==> config.mk <==
export PLATFORM = sky130hd
export DESIGN_NAME = if_fetch_stage
export DESIGN_NICKNAME = d
export VERILOG_FILES = /design/src/rtl/fetch_pkg.sv /design/src/rtl/if_id_reg.sv /design/src/rtl/if_fetch_stage.sv
export SDC_FILE = /design/constraint.sdc
export NUM_CORES = 1
export LEC_CHECK = 0
export BUFFER_PORTS_ARGS = -buffer_cell sky130_fd_sc_hd__buf_4
export CAP_MARGIN = 40
export CORE_MARGIN = 2
export CORE_UTILIZATION = 30
export DETAILED_ROUTE_END_ITERATION = 10
export PLACE_DENSITY = 0.53
export SLEW_MARGIN = 20
export SYNTH_ARGS = -nofsm -noshare
export SYNTH_HDL_FRONTEND = slang
export SYNTH_SLANG_ARGS = --single-unit
==> constraint.sdc <==
create_clock -name clk -period 7.6 [get_ports clk]
set_clock_uncertainty 0.2 [all_clocks]
set_input_delay 0.76 -clock clk [delete_from_list [all_inputs] [get_ports clk]]
set_output_delay 0.76 -clock clk [all_outputs]
set_load 0.02 [all_outputs]
==> src/rtl/fetch_pkg.sv <==
// rtl/fetch_pkg.sv - shared fetch-stage state encoding and constants
package fetch_pkg;

  typedef enum logic [1:0] {
    IDLE = 2'd0,
    REQ  = 2'd1,
    BUF  = 2'd2,
    KILL = 2'd3
  } fetch_state_t;

  localparam int unsigned PC_INC           = 4;
  localparam logic [31:0] RESET_PC_DEFAULT = 32'h0000_0000;

endpackage

==> src/rtl/if_id_reg.sv <==
// rtl/if_id_reg.sv - IF/ID pipeline register with load, hold and flush
module if_id_reg #(
  parameter int unsigned ADDR_W = 32,
  parameter int unsigned DATA_W = 32
) (
  input  logic              clk,
  input  logic              rst,
  input  logic              load,
  input  logic              flush,
  input  logic [DATA_W-1:0] inst_d,
  input  logic [ADDR_W-1:0] pc4_d,
  output logic [DATA_W-1:0] inst_q,
  output logic [ADDR_W-1:0] pc4_q,
  output logic              valid_q
);

  // Flush only clears valid so ID still sees the last instruction/PC+4.
  always_ff @(posedge clk or negedge rst) begin
    if (!rst) begin
      inst_q  <= '0;
      pc4_q   <= '0;
      valid_q <= 1'b0;
    end else if (flush) begin
      valid_q <= 1'b0;
    end else if (load) begin
      inst_q  <= inst_d;
      pc4_q   <= pc4_d;
      valid_q <= 1'b1;
    end
  end

endmodule

==> src/rtl/if_fetch_stage.sv <==
// rtl/if_fetch_stage.sv - MIPS fetch stage with IF/ID register; IF_FETCH_PERF_EN adds perf counters
module if_fetch_stage
  import fetch_pkg::*;
#(
  parameter int unsigned       ADDR_W   = 32,
  parameter int unsigned       DATA_W   = 32,
  parameter logic [ADDR_W-1:0] RESET_PC = ADDR_W'(RESET_PC_DEFAULT)
) (
  input  logic              clk,
  input  logic              rst,
  input  logic              PCWrite,
  input  logic              IFtoIDWrite,
  input  logic              PCSrc,
  input  logic [ADDR_W-1:0] BranchTarget,
  output logic              ImemReq,
  output logic [ADDR_W-1:0] ImemAddr,
  input  logic              ImemValid,
  input  logic [DATA_W-1:0] ImemData,
  output logic [DATA_W-1:0] IF_ID_Inst,
  output logic [ADDR_W-1:0] IF_ID_PCPlus4,
  output logic              IF_ID_Valid,
  output logic              FetchBusy
`ifdef IF_FETCH_PERF_EN
  ,
  output logic [31:0]       FetchCount,
  output logic [31:0]       StallCount
`endif
);

  fetch_state_t      state, state_n;
  logic [ADDR_W-1:0] pc, pc_n, req_addr, req_addr_n, req_addr_inc;
  logic [DATA_W-1:0] buf_data, buf_data_n, id_inst;
  logic              id_load, id_flush, done, advance;

  assign ImemReq      = (state == REQ) || (state == KILL);
  assign FetchBusy    = ImemReq;
  assign ImemAddr     = req_addr;
  assign done         = ImemReq && ImemValid;
  assign advance      = IFtoIDWrite && PCWrite;
  assign req_addr_inc = req_addr + ADDR_W'(PC_INC);

  always_ff @(posedge clk or negedge rst) begin
    if (!rst) begin
      state    <= IDLE;
      pc       <= RESET_PC;
      req_addr <= RESET_PC;
      buf_data <= '0;
    end else begin
      state    <= state_n;
      pc       <= pc_n;
      req_addr <= req_addr_n;
      buf_data <= buf_data_n;
    end
  end

  always_comb begin
    state_n    = state;
    pc_n       = pc;
    req_addr_n = req_addr;
    buf_data_n = buf_data;
    id_load    = 1'b0;
    id_flush   = 1'b0;
    id_inst    = (state == BUF) ? buf_data : ImemData;
    case (state)
      IDLE: begin
        state_n = REQ;
        if (PCSrc) begin
          pc_n       = BranchTarget;
          req_addr_n = BranchTarget;
          id_flush   = 1'b1;
        end else begin
          req_addr_n = pc;
        end
      end
      REQ: begin
        if (PCSrc) begin
          pc_n     = BranchTarget;
          id_flush = 1'b1;
          if (done) req_addr_n = BranchTarget;
          else      state_n    = KILL;
        end else if (done) begin
          if (advance) begin
            id_load    = 1'b1;
            pc_n       = req_addr_inc;
            req_addr_n = req_addr_inc;
          end else begin
            buf_data_n = ImemData;
            state_n    = BUF;
          end
        end else if (IFtoIDWrite) begin
          id_flush = 1'b1;
        end
      end
      BUF: begin
        if (PCSrc) begin
          pc_n       = BranchTarget;
          req_addr_n = BranchTarget;
          id_flush   = 1'b1;
          state_n    = REQ;
        end else if (advance) begin
          id_load    = 1'b1;
          pc_n       = req_addr_inc;
          req_addr_n = req_addr_inc;
          state_n    = REQ;
        end
      end
      KILL: begin
        // The killed request must still finish at its original address.
        if (PCSrc) begin
          pc_n     = BranchTarget;
          id_flush = 1'b1;
        end else if (done) begin
          req_addr_n = pc;
          state_n    = REQ;
        end
      end
      default: state_n = IDLE;
    endcase
  end

  if_id_reg #(
    .ADDR_W (ADDR_W),
    .DATA_W (DATA_W)
  ) u_if_id_reg (
    .clk     (clk),
    .rst     (rst),
    .load    (id_load),
    .flush   (id_flush),
    .inst_d  (id_inst),
    .pc4_d   (req_addr_inc),
    .inst_q  (IF_ID_Inst),
    .pc4_q   (IF_ID_PCPlus4),
    .valid_q (IF_ID_Valid)
  );

`ifdef IF_FETCH_PERF_EN
  always_ff @(posedge clk or negedge rst) begin
    if (!rst) begin
      FetchCount <= '0;
      StallCount <= '0;
    end else begin
      if (id_load) FetchCount <= FetchCount + 32'd1;
      if (!IFtoIDWrite || (ImemReq && !ImemValid)) StallCount <= StallCount + 32'd1;
    end
  end
`endif

endmodule
# Yosys cells after proc, flatten, opt, wreduce, memory -nomap -nowiden
# Cells that the tools add are included.
dict set report totals {
  inputBits 70
  latchBits 0
  ram_bits 0
  mem_count 0
  mem_bits_ro 0
  out_inout_bits 99
  ff_bits 163
  elab_cells 68
}
dict set report op_classes {
  shifts 0
  div 0
  mul 0
  reduce_logical 11
  n_bitwise 3
  order_cmp 0
  n_eq_ne 10
  muxes 36
  addsub 1
}
# op n
set op_table {}
lappend op_table {{two-way mux 32 bit} 13}
lappend op_table {{case mux 32 bit (4 select lines)} 1}
lappend op_table {{case mux 32 bit (3 select lines)} 1}
lappend op_table {{adder 32 x 3 -> 32 bit (second input constant)} 1}
lappend op_table {{two-way mux 2 bit} 8}
lappend op_table {{!= test 3 bit (second input constant)} 4}
lappend op_table {{two-way mux 1 bit} 10}
lappend op_table {{case mux 2 bit (4 select lines)} 1}
lappend op_table {{!= test 2 bit (second input constant)} 3}
lappend op_table {{AND reduction 6 bit} 1}
lappend op_table {{== test 2 bit (second input constant)} 2}
lappend op_table {{case mux 1 bit (2 select lines)} 2}
lappend op_table {{AND reduction 4 bit} 1}
lappend op_table {{NOT 1 bit} 3}
lappend op_table {{AND reduction 3 bit} 1}
lappend op_table {{OR reduction 3 bit} 1}
lappend op_table {{== test 2 x 1 -> 1 bit (second input constant)} 1}
lappend op_table {{logical AND 1 bit} 2}
lappend op_table {{zero test 2 bit} 1}
lappend op_table {{AND reduction 2 bit} 1}
lappend op_table {{nonzero test 2 bit} 1}
lappend op_table {{OR reduction 2 bit} 1}
lappend op_table {{logical OR 1 bit} 1}

# Longest topological paths before layout
dict set report depth {
  depth_word 8
  depth_mapped 9
  mapped_depth_nobuf 7
}

# Modules after synthesis
# A second synthesis with hierarchy kept.
dict set report hier_totals {
  hier_cells 803
  hier_area_um2 8998.6
}
# module instances cells_each seq_area_each_um2 area_each_um2
set by_module_without_submodules {}
lappend by_module_without_submodules {if_fetch_stage 1 664 2452.4 6264.8}
lappend by_module_without_submodules {if_id_reg 1 139 1626.6 2733.9}

# Worst setup path before layout
# OpenSTA, ideal clock, no wires.
dict set report synth_path {
  path_type {reg-to-reg}
  start {register state[0]}
  end {register req_addr[22], in the netlist ImemAddr[22]}
  period_less_slack_ns 2.633
  t_required_ns 7.266
  path_buffers 2
  stages_incl_launch_ff 10
  arrival_time_ns 2.299
  setup_time_ns 0.134
  path_slack_ns 4.967
  path_cell_list {dfrtp_1 > inv_1 > ha_1 > nand2b_1 > clkbuf_1 > a21oi_1 > nor2_1 > clkbuf_1 > mux2i_1 > o31ai_1}
}
dict set report synth_between {
  elab_chain_len 5
  elab_cells_between_ends 11
  cone_classes {eq/ne: 6; mux: 1; reduce/logical: 4}
}
# item line
set synth_rtl {}
lappend synth_rtl {{start, declared} if_fetch_stage.sv:30} ;# fetch_state_t state, state_n;
lappend synth_rtl {{start signal, assigned} if_fetch_stage.sv:49} ;# state <= state_n;
lappend synth_rtl {{== test 2 x 1 -> 1 bit or == test 2 bit (tied branches)} {if_fetch_stage.sv:35, if_fetch_stage.sv:64}}
lappend synth_rtl {{logical OR 1 bit} if_fetch_stage.sv:35} ;# assign ImemReq = (state == REQ) || (state == KILL);
lappend synth_rtl {{logical AND 1 bit} if_fetch_stage.sv:38} ;# assign done = ImemReq && ImemValid;
lappend synth_rtl {{!= test 2 bit (no line)} -}
lappend synth_rtl {{AND reduction 3 bit (no line)} -}
lappend synth_rtl {{end signal, assigned} if_fetch_stage.sv:51} ;# req_addr <= req_addr_n;
lappend synth_rtl {{end, declared} if_fetch_stage.sv:31} ;# logic [ADDR_W-1:0] pc, pc_n, req_addr, req_addr_n, req_addr_inc;
# Several ways; a longest one is shown, not always the timed one.
# A chain may end at the register's enable or synchronous reset.

# Worst setup path after layout
dict set report layout_path {
  start {register state[0]}
  end {register req_addr[15], in the netlist ImemAddr[15]}
}
# Same word-level chain as after synthesis.

==> results summary <==
The worst setup path startpoint is state[0]. By area the synthesized netlist is led by sky130_fd_sc_hd__dfrtp_1 48%, sky130_fd_sc_hd__mux2i_1 5.9%, sky130_fd_sc_hd__mux2_2 5.8%, sky130_fd_sc_hd__a21oi_1 5.1%, sky130_fd_sc_hd__nor2_1 4.0%. During placement, the flow inserted port buffers numbering 168. The area of the die came out at 29800 µm². The via count of the first global-routing pass was 7237. The number of max-capacitance violations reported is 0. Setup violations remaining at the end of the flow were counted as 0.

For hold timing, the worst endpoint is u_if_id_reg.valid_q. The remaining global-route overflow is 0. Once the clock tree was built, the resizer swapped 0 gates to a different size.

The number of distinct library cells after synthesis is 69. The hold violation count in the final report came to 0. The element type at the critical path end is a flip-flop. The number of antenna violations at the first check in global routing is 0.

The run finished with clean final reports. The CTS clock-pin slew for the worst setup and hold paths is 0.07 ns. The final-report max-slew violation count came to 0.

The synthesized area divided by synthesized cell count came out at 9.68 µm². The share of synthesized area occupied by flip-flops and latches came out at 47.8%. In this run the standard cell core region covers 27900 µm². The instance count along the most critical hold path came out at 1. In this run the worst hold path is classified as flip-flop to flip-flop.

The number of I/O pins came out at 169. The power per unit of standard cell area came out at 421 nW/µm². The number of synthesized flops with an enable pin came out at 0. The data arrival time of the critical path came out at 3.55 ns.

The number of clock sinks is 163. The highest achievable clock rate is 292 MHz. In the synthesized netlist, the cells that appear most often are 163 x sky130_fd_sc_hd__dfrtp_1, 92 x sky130_fd_sc_hd__nor2_1, 87 x sky130_fd_sc_hd__a21oi_1. In the synthesized netlist the dominant register cell turns out to be sky130_fd_sc_hd__dfrtp_1. The origin of the critical flop-to-flop path is state[0].

Before antenna repair, the detailed router went through 6 iterations. The DRC marker count from the first detailed-route iteration is 593. After detailed routing, the average wire length per cell comes to 18.7 µm.

Counting cells, the worst reg-to-reg path comes to 9. Setup slack on the worst reg-to-reg path comes out at 4.17 ns. The number of buffers and inverters on the critical path is 3. The clock passes through at most 2 buffers. The final critical delay including setup and external delays is 3.43 ns. sky130_fd_sc_hd__dfrtp_1 takes more of the synthesized area than any other cell.

The clock latency on the worst-skew pair came out at 0.44 ns. For the final routed database, the setup TNS stands at 0 ns. The total via count in the routed design came out at 7424. The post-detailed-route via-to-cell ratio is 5.25. The highest ir drop seen on vdd is 0.202 mV. The synthesized netlist occupies a cell area of 8530 µm². The initial standard-cell utilization of the core is 30.6%.

The post-layout instance count excluding filler cells came out at 1414. The synthesis warning total is 0. The instance count after placement with tap cells included is 1378. Counting flops and latches in the post-synthesis netlist gives 163. Summed over all layers, the routed wires come to 26400 µm. In this run the worst path has a maximum fanout of 18. The top cell type by area accounts for 47.8% of the synthesized area. The first-pass GRT wire length is 42200 µm.

Summed over all cells, the static leakage comes to 4.73 nW. The net count of the mapped netlist is 957. The die extent in x is 173 µm. sky130_fd_sc_hd__dfrtp_1 is the most common cell in the netlist. The routability congestion estimate from global placement is 0.794. The overall track demand over capacity in global routing came out at 17.8%. The delay contributed by the slowest stage of the critical path came out at 0.55 ns. The critical path goes through inv_1 -> ha_1 -> buf_8 -> nand2b_1 -> a21oi_1 -> nor2_2 -> buf_4 -> o21ai_0 -> a32o_1. Setup repair after global routing left no endpoint under its margin.

The pin count of the biggest net entering global routing is 87. The measured slew at the worst slew-check pin came out at 0.805 ns. The critical path is of the flip-flop to flip-flop type. The wire-length estimate of the detail-placed layout is 18200 µm. The share of layout cells above drive strength 1 came out at 27.5%. The cell family contributing the most delay on the critical path is simple AND/OR/NAND/NOR gates. The number of buffers created by CTS came out at 17. The tree is rooted in a sky130_fd_sc_hd__clkbuf_16. On the final layout, the worst hold slack is 0.290 ns. The clock tree from TritonCTS is done. In the synthesized netlist the async set-or-reset flop fraction comes to 100%.

The depth of the CTS H-tree is 4. From synthesis to final layout, the design area changed by 27.1%. For this run, design rule violations remaining after detail routing come to 0. The max-slew headroom at the worst pin is 46.1%. STA classifies the critical path startpoint as a flip-flop. The number of antenna diodes in the final layout is 0. The total number of nets in the final design is 1099. The count of standard-cell rows is 61. Synthesis handed over a netlist of 881 instances. The endpoint identified for the worst register-to-register timing path is ImemAddr[15]. The antenna violation net count after detailed routing is 0. The launch point of the worst hold path is u_if_id_reg.valid_q.

The worst path uses 45.1% of the clock period. The cell type of the slowest stage on the worst timing path is sky130_fd_sc_hd__nor2_2. The required time at the worst-slack endpoint is 7.72 ns. The vertical die dimension came out at 173 µm.
## worst max path at each step
stage	endpoint	depth (start not counted)	slack [ns]
5_1_grt	ImemAddr[20]	9	3.99
6_report	ImemAddr[15]	9	4.17
4_1_cts	u_if_id_reg.pc4_q[1]	7	3.94
3_3_place_gp	ImemAddr[25]	6	3.75
2_1_floorplan	ImemAddr[22]	9	4.97
3_5_place_dp	ImemAddr[25]	6	3.63
## repair_timing
item,4_1_cts,5_1_grt
buffers inserted,0,0
hold endpoints to repair,23,0
hold buffers,1,0
## routing by layer
| metal | global-route usage (%) | part of all wire, % |
|---|---|---|
| met1 | 23.9 | 44 |
| met3 | 5.89 | 8.7 |
| met4 | 4.42 | 1.5 |
| met5 | 0 | 0 |
| met2 | 27.6 | 46 |
## final cells by class
class / count / area, µm²
timing repair buffer: 190 / 1500
multi-input combinational: 636 / 4140
clock inverter: 15 / 168
inverter: 15 / 56.3
clock buffer: 17 / 425
fill: 2814 / 17000
tap: 378 / 473
sequential: 163 / 4080
## flip-flops by register name, summed over array words and instances, names as in the netlist
| name | count |
|---|---|
| state | 2 |
| pc | 32 |
| u_if_id_reg.valid_q | 1 |
| u_if_id_reg.pc4_q | 32 |
| ImemAddr | 32 |
| u_if_id_reg.inst_q | 32 |
| buf_data | 32 |
## stage by stage
stage	total power, W	util, %	setup slack, ns	instance area (µm²)
2_1_floorplan	0.00287	-	4.97	8530
3_3_place_gp	0.00367	36.3	3.75	10100
3_5_place_dp	0.00371	36.6	3.63	10200
4_1_cts	0.00459	38.8	3.94	10800
5_1_grt	0.00487	38.9	3.99	10800
6_report	0.00456	38.9	4.17	10800
## layout by cell type (no fill, tap or decap), drive strengths merged, types with 5 or more instances in the layout
cell | netlist | final
buf | 25 | 188
dfrtp | 163 | 163
nor2 | 92 | 92
a21oi | 87 | 87
nand2 | 83 | 83
mux2i | 50 | 50
o21ai | 49 | 49
mux2 | 44 | 44
nand3 | 25 | 25
inv | 14 | 20
clkbuf | 42 | 18
xor2 | 13 | 13
o221ai | 13 | 13
nand4 | 13 | 13
o31ai | 11 | 11
nor4 | 11 | 11
nor3 | 10 | 10
a221oi | 9 | 9
xnor2 | 9 | 9
clkinv | 1 | 9
nand2b | 8 | 8
a31oi | 8 | 8
a22oi | 7 | 7
a221o | 7 | 7
and3 | 7 | 7
ha | 6 | 6
a21o | 5 | 5
a311oi | 5 | 5
or2 | 5 | 5
## cells by family (layout without fill, tap and decap cells)
| logic type | Yosys count | count (layout) | synth area share [%] |
|---|---|---|---|
| simple gates | 277 | 277 | 15.6 |
| compound gates | 237 | 237 | 17.8 |
| flops | 163 | 163 | 47.8 |
| mux | 94 | 94 | 11.7 |
| buf+inv | 82 | 237 | 3.99 |
| xor+xnor | 22 | 22 | 2.26 |
| fa+ha+maj | 6 | 6 | 0.880 |
## where the power goes
| part | internal [W] | total [W] | switching [W] |
|---|---|---|---|
| logic | 0.000899 | 0.00209 | 0.00119 |
| registers | 0.00125 | 0.00161 | 0.000360 |
| clock network | 0.000441 | 0.000865 | 0.000424 |
| total | 0.00259 | 0.00456 | 0.00197 |
Note: power is estimated with default switching activity, not from simulation.
